**config.mk**
```make
export PLATFORM = sky130hd
export DESIGN_NAME = coord_fifo
export DESIGN_NICKNAME = d
export VERILOG_FILES = /design/src/rtl/coord_fifo.sv
export SDC_FILE = /design/constraint.sdc
export NUM_CORES = 1
export LEC_CHECK = 0
export ABC_AREA = 1
export BUFFER_PORTS_ARGS = -buffer_cell sky130_fd_sc_hd__buf_2
export CORE_MARGIN = 10
export CORE_UTILIZATION = 30
export CTS_BUF_LIST = sky130_fd_sc_hd__clkbuf_8
export DETAILED_ROUTE_END_ITERATION = 10
export GPL_ROUTABILITY_DRIVEN = 0
export PLACE_DENSITY = 0.57
export SYNTH_ARGS = -nofsm -noshare
export SYNTH_HDL_FRONTEND = slang
export SYNTH_SLANG_ARGS = --single-unit
```
**constraint.sdc**
```tcl
create_clock -name CLK -period 3.23 [get_ports CLK]
set_input_delay 0.4845 -clock CLK [delete_from_list [all_inputs] [get_ports CLK]]
set_output_delay 0.4845 -clock CLK [all_outputs]
set_load 0.01 [all_outputs]
```
**src/rtl/coord_fifo.sv**
```systemverilog
// First-word fall-through FIFO of signed (X,Y) coordinate pairs with valid/ready on both sides.
// Optional sticky overflow/underflow flags are built when COORD_FIFO_ERR_FLAGS_EN is defined.
module coord_fifo #(
  parameter int COORD_W = 8,
  parameter int DEPTH = 4,
  localparam int ADDR_W = $clog2(DEPTH)
) (
  input  logic               CLK,
  input  logic               RST_SYNC,
  input  logic               FLUSH,
  input  logic               WR_VALID,
  output logic               WR_READY,
  input  logic [COORD_W-1:0] WR_X,
  input  logic [COORD_W-1:0] WR_Y,
  output logic               RD_VALID,
  input  logic               RD_READY,
  output logic [COORD_W-1:0] RD_X,
  output logic [COORD_W-1:0] RD_Y,
  output logic [ADDR_W:0]    LEVEL
`ifdef COORD_FIFO_ERR_FLAGS_EN
  ,
  output logic               ERR_OVF,
  output logic               ERR_UDF
`endif
);
  localparam logic [ADDR_W:0] FULL_LVL = (ADDR_W+1)'(DEPTH);

  logic [DEPTH-1:0][2*COORD_W-1:0] mem_q, mem_d;
  logic [ADDR_W-1:0] wr_ptr_q, wr_ptr_d, rd_ptr_q, rd_ptr_d;
  logic [ADDR_W:0]   level_q, level_d;
  logic [2*COORD_W-1:0] head;
  logic wr_en, rd_en, clr;

  assign clr      = RST_SYNC | FLUSH;
  assign WR_READY = (level_q != FULL_LVL);
  assign RD_VALID = (level_q != '0);
  assign wr_en    = WR_VALID & WR_READY;
  assign rd_en    = RD_VALID & RD_READY;
  assign LEVEL    = level_q;

  // Output is forced to zero while empty so stale storage never leaks out.
  assign head = mem_q[rd_ptr_q];
  assign RD_X = RD_VALID ? head[2*COORD_W-1:COORD_W] : '0;
  assign RD_Y = RD_VALID ? head[COORD_W-1:0] : '0;

  always_comb begin
    mem_d    = mem_q;
    wr_ptr_d = wr_ptr_q;
    rd_ptr_d = rd_ptr_q;
    level_d  = level_q;
    if (clr) begin
      wr_ptr_d = '0;
      rd_ptr_d = '0;
      level_d  = '0;
    end else begin
      if (wr_en) begin
        mem_d[wr_ptr_q] = {WR_X, WR_Y};
        wr_ptr_d        = wr_ptr_q + 1'b1;
      end
      if (rd_en) rd_ptr_d = rd_ptr_q + 1'b1;
      case ({wr_en, rd_en})
        2'b10:   level_d = level_q + 1'b1;
        2'b01:   level_d = level_q - 1'b1;
        default: level_d = level_q;
      endcase
    end
  end

  always_ff @(posedge CLK) begin
    if (RST_SYNC) begin
      wr_ptr_q <= '0;
      rd_ptr_q <= '0;
      level_q  <= '0;
    end else begin
      wr_ptr_q <= wr_ptr_d;
      rd_ptr_q <= rd_ptr_d;
      level_q  <= level_d;
    end
  end

  // Storage is deliberately not reset.
  always_ff @(posedge CLK) mem_q <= mem_d;

`ifdef COORD_FIFO_ERR_FLAGS_EN
  logic ovf_q, ovf_d, udf_q, udf_d;

  always_comb begin
    ovf_d = ovf_q | (WR_VALID & ~WR_READY);
    udf_d = udf_q | (RD_READY & ~RD_VALID);
    if (clr) begin
      ovf_d = 1'b0;
      udf_d = 1'b0;
    end
  end

  always_ff @(posedge CLK) begin
    if (RST_SYNC) begin
      ovf_q <= 1'b0;
      udf_q <= 1'b0;
    end else begin
      ovf_q <= ovf_d;
      udf_q <= udf_d;
    end
  end

  assign ERR_OVF = ovf_q;
  assign ERR_UDF = udf_q;
`endif
endmodule

```
# After elaboration in Yosys (flattened, before gate mapping)
# Index checks and enable logic that the tools add are counted.
# totals
register_bits,71
latch_bits,0
ram_bits,0
romBits,0
in_bits,21
out_inout_bits,21
wordCells,34
memories,0
# classes
add_sub_neg,4
n_mul,0
div_mod_pow,0
magnitude_cmp,3
n_eq_ne,3
n_shift,0
mux,8
n_bitwise,4
reduce_logical,5
# op_table
op,n
bitwise mux 64 bit,1
binary-select mux 16 bit (select 2 bit),1
demux 16 bit (select 2 bit),1
two-way mux 16 bit,2
two-way mux 8 bit,2
"< comparator 2 x 3 -> 1 bit, second input constant",2
case mux 3 bit (2 select lines),1
"adder 2 x 1 -> 2 bit, second input constant",2
"adder 3 x 1 -> 3 bit, second input constant",1
"inequality test 3 bit, second input constant",1
nonzero test 3 bit,1
"subtractor 3 x 1 -> 3 bit, second input constant",1
AND 1 bit,2
"equality test 2 x 1 -> 1 bit, second input constant",1
"equality test 2 bit, second input constant",1
">= comparator 2 x 1 -> 1 bit, second input constant",1
AND reduction 2 bit,1
nonzero test 2 bit,1
OR reduction 2 bit,1
logical AND 1 bit,1
inverter 1 bit,1
bitwise OR 1 bit,1

# Depth between registers and ports, before layout
# logic_depth
ltp_word,5
ltp_mapped,13
mapped_depth_nobuf,13

# Least setup slack after synthesis
# Ideal clock, no wire load.
# synth_path
path_kind,input to register
from,input port FLUSH
to,"register mem_q[0] (netlist bit), enable pin"
setup_ns,0.389
t_arrival_ns,1.525
required_time_ns,2.841
path_slack_ns,1.316
path_stages,3
path_buffers,0
path_cell_list,nor2_2 nand2_1 nor2_1
# synth_via
elab_chain_cells,3
# synth_rtl
item,line,rtl
start: declaration,10,"input logic FLUSH,"
bitwise OR 1 bit,34,assign clr = RST_SYNC | FLUSH;
inverter 1 bit (no source line),n/a,
AND reduction 2 bit (no source line),n/a,
end signal: assignment,82,always_ff @(posedge CLK) mem_q <= mem_d;
end: declaration,28,"logic [DEPTH-1:0][2*COORD_W-1:0] mem_q, mem_d;"
# Every way passes these cells.
# A chain may end at the register's enable or synchronous reset.

# Worst setup path in the final report
# layout_path
from,register rd_ptr_q[1]
to,output port RD_X[1]
# layout_via
elab_chain_cells,3
# layout_rtl
item,line,rtl
start: declaration,29,"logic [ADDR_W-1:0] wr_ptr_q, wr_ptr_d, rd_ptr_q, rd_ptr_d;"
start signal: assignment,76,rd_ptr_q <= rd_ptr_d;
binary-select mux 16 bit (select 2 bit),42,assign head = mem_q[rd_ptr_q];
two-way mux 16 bit (not written as such),42,
two-way mux 8 bit,43,assign RD_X = RD_VALID ? head[2*COORD_W-1:COORD_W] : '0;
end: declaration,17,"output logic [COORD_W-1:0] RD_X,"
# Every way passes these cells. The select of a mux whose other input is x is not followed.

==> summary.md <==
| Metric | Value |
|---|---|
| Result of the run | finished clean |
| H-tree levels | 3 |
| Count of instances resized after the clock tree is built | 0 |
| Remaining antenna violation count | 0 |
| Clock sinks | 71 |
| Primary FF master, synth | edfxtp_1 |
| Antenna violations before repair | 0 |
| Number of DRC markers after the initial detailed-route iteration | 61 |
| Buffer cell driving the clock tree root | clkbuf_8 |
| Die outline area | 0.0145 mm² |
| Async set-or-reset flop fraction in the synthesized netlist | 0% |
| Slew @ Worst Pin | 0.508 ns |
| Synthesized flop and latch total | 71 |
| Slack of the critical path | 1.02 ns |
| Vias per cell | 4.33 |
| Worst min-delay path class | input port to flop |
| Largest delay contributor family on the critical path | flip-flops |
| Ratio of final minimum period to clock period | 68.3% |
| Data required time at the worst endpoint | 2.75 ns |
| Number of global-route vias before repair | 1996 |
| Biggest cell delay along the critical path | 0.64 ns |
| Area of all placed cells without fillers | 0.00352 mm² |
| Max Cap Viol | 0 |
| Max Fanout on Critical Path | 17 |
| Final worst path period need | 2.21 ns |
| Path type of the worst setup path | flop to output port |
| Wire length of the first global-routing pass | 10.1 mm |
| Maximum vdd drop | 0.209 mV |
| IO Port Bufs | 41 |
| Effective utilization at floorplan | 30.8% |
| Layout Nets | 335 |
| Number of detailed-routing iterations run before antenna repair | 4 |
| Cell chain of the critical path | inv_4, nor2_1, o21ai_1, a21oi_1, buf_2 |
| Per-cell routed wire length | 14.4 µm |
| Wire length reported by the detailed router | 6.40 mm |
| Setup violators final | 0 |
| Overall routing resource usage | 9.07% |
| Ys Warns | 0 |
| Gr ovfl total | 0 |
| Standard cell core area | 0.00977 mm² |
| FMAX | 453 MHz |
| Setup Skew | 0.0113 ns |
| Kind of launch point of the worst setup path | flop |
| Clock-pin slew of the registers on the worst-case setup and hold paths | 0.07 ns |
| Clk buf depth | 2 |
| Area post-placement | 0.00333 mm² |
| Crit path max-delay cell type | dfxtp_1 |
| Synth Net Count | 285 |
| Final TNS setup | 0 ns |
| Area growth from synthesis to final layout | 16.8% |
| Cts hold-fix bufs | 0 |
| Post-detail-place hpwl | 4.43 mm |
| Synthesized cell area | 0.00302 mm² |
| Die Ht | 120 µm |
| Slew Viols, Final | 0 |
| Number of setup buffers added after CTS | 0 |
| Mean instance size in the synthesized netlist | 11.7 µm² |
| Worst setup path start | rd_ptr_q[1] |
| CP bufs+invs | 2 |
| Worst-Skew Late Latency | 0.34 ns |
| Post-Place Worst Slack | 1.32 ns |
| Category of the worst setup path capture point | output port |
| Number of enable flip-flop cells after synthesis | 64 |
| DRC violations left | 0 |
| Largest net degree at the start of global routing | 34 |
| Pleak | 1.34 nW |
| Routed vias | 1933 |
| Remaining max-slew budget at the tightest pin | 66.1% |
| Sequential fraction of the synthesis area | 68.4% |
| Startpoint of the worst-slack reg-to-reg timing path | LEVEL[1] |
| Pwr/cell area | 522 mW/mm² |
| TritonCTS buffer count | 9 |
| Number of instances in the synthesized netlist | 258 |
| Placement row count | 36 |
| Die Span X | 120 µm |
| Antenna diode count | 0 |
| Count of pins on the block boundary | 42 |
| Clock tree from TritonCTS | done |
| Count of endpoints failing hold in the final timing report | 0 |
| Layout cells sized above 1 | 23.3% |
| Synth cell types | 25 |
| Source of the worst hold timing path | WR_Y[4] |
| Setup repair after global routing missed its margin | false |
| Data arrival time at the worst-slack endpoint | 1.72 ns |
==> area by class of cell <==
class	count	area [µm²]
fillers	1015	6250
flip-flops and latches	71	2060
multi-input cells	158	756
repair buffers	50	273
well taps	133	166
clock buffers	9	124
inverters	18	75.1
clock inverters	7	65.1
==> per-layer routing <==
layer / vias to the layer above / routed length, µm / GRT usage, % / share of wire [%]
li1: 980 / - / - / -
met1: 904 / 2890 / 10.8 / 45
met2: 38 / 3130 / 14.9 / 49
met3: 11 / 227 / 1.95 / 3.5
met4: 0 / 151 / 5.20 / 2.4
met5: - / 0 / 0 / 0
==> state kept, by name, summed over array words and instances, names as in the netlist <==
signal    flops
mem_q        64
LEVEL         3
rd_ptr_q      2
wr_ptr_q      2
==> logic make-up (layout without fill, tap and decap cells) <==
| logic type | after synthesis | in the layout | synth area share [%] |
|---|---|---|---|
| AOI/OAI and AO/OA | 54 | 54 | 9.17 |
| adders and majority gates | 6 | 6 | 2.74 |
| buffers and inverters | 29 | 84 | 6.56 |
| DFF | 71 | 71 | 68.4 |
| and+or+nand+nor | 98 | 98 | 13.2 |
==> final timing paths <==
kind / endpoint / slack, ns / cells past startpoint
min: mem_q[20] / 0.36 / 1
max: RD_X[1] / 1.02 / 5
min reg2reg: wr_ptr_q[1] / 0.53 / 2
max reg2reg: LEVEL[2] / 1.46 / 12
==> cells in the final DEF (no fill, tap or decap), types with 5 or more instances in the layout <==
master    Yosys  routed
inv_1        14      15
buf_4         2       9
dfxtp_1       7       7
nor2_1       75      75
a21oi_1      19      19
buf_2         2      41
o21ai_1      30      30
ha_1          5       5
edfxtp_1     64      64
clkbuf_8      1       9
nand2_1      14      14
==> cell usage after synthesis, types with 3 or more instances <==
cell,number,share of area [%]
edfxtp_1,64,64
buf_6,3,1.1
nand3_1,4,0.66
o21ai_0,4,0.66
dfxtp_1,7,4.6
ha_1,5,2.1
nor2_1,75,9.3
nand2_1,14,1.7
inv_1,14,1.7
a21oi_1,19,3.2
o21ai_1,30,5.0
==> power by group <==
part | total, mW | switching [mW] | internal [mW]
registers | 1.02 | 0.00612 | 1.01
clock network | 0.683 | 0.332 | 0.351
logic | 0.136 | 0.0883 | 0.0473
total | 1.84 | 0.427 | 1.41
==> metrics by stage <==
stage	power (mW)	cells	utilization, %	hold WS, ns
after floorplan	1.12	258	-	0.497
after global placement	1.18	430	34.1	0.519
after detailed placement	1.18	430	34.1	0.525
after CTS	1.86	446	36.0	0.351
after global routing	1.92	446	36.0	0.338
final	1.84	446	36.0	0.361
Note: power is estimated with default switching activity, not from simulation.
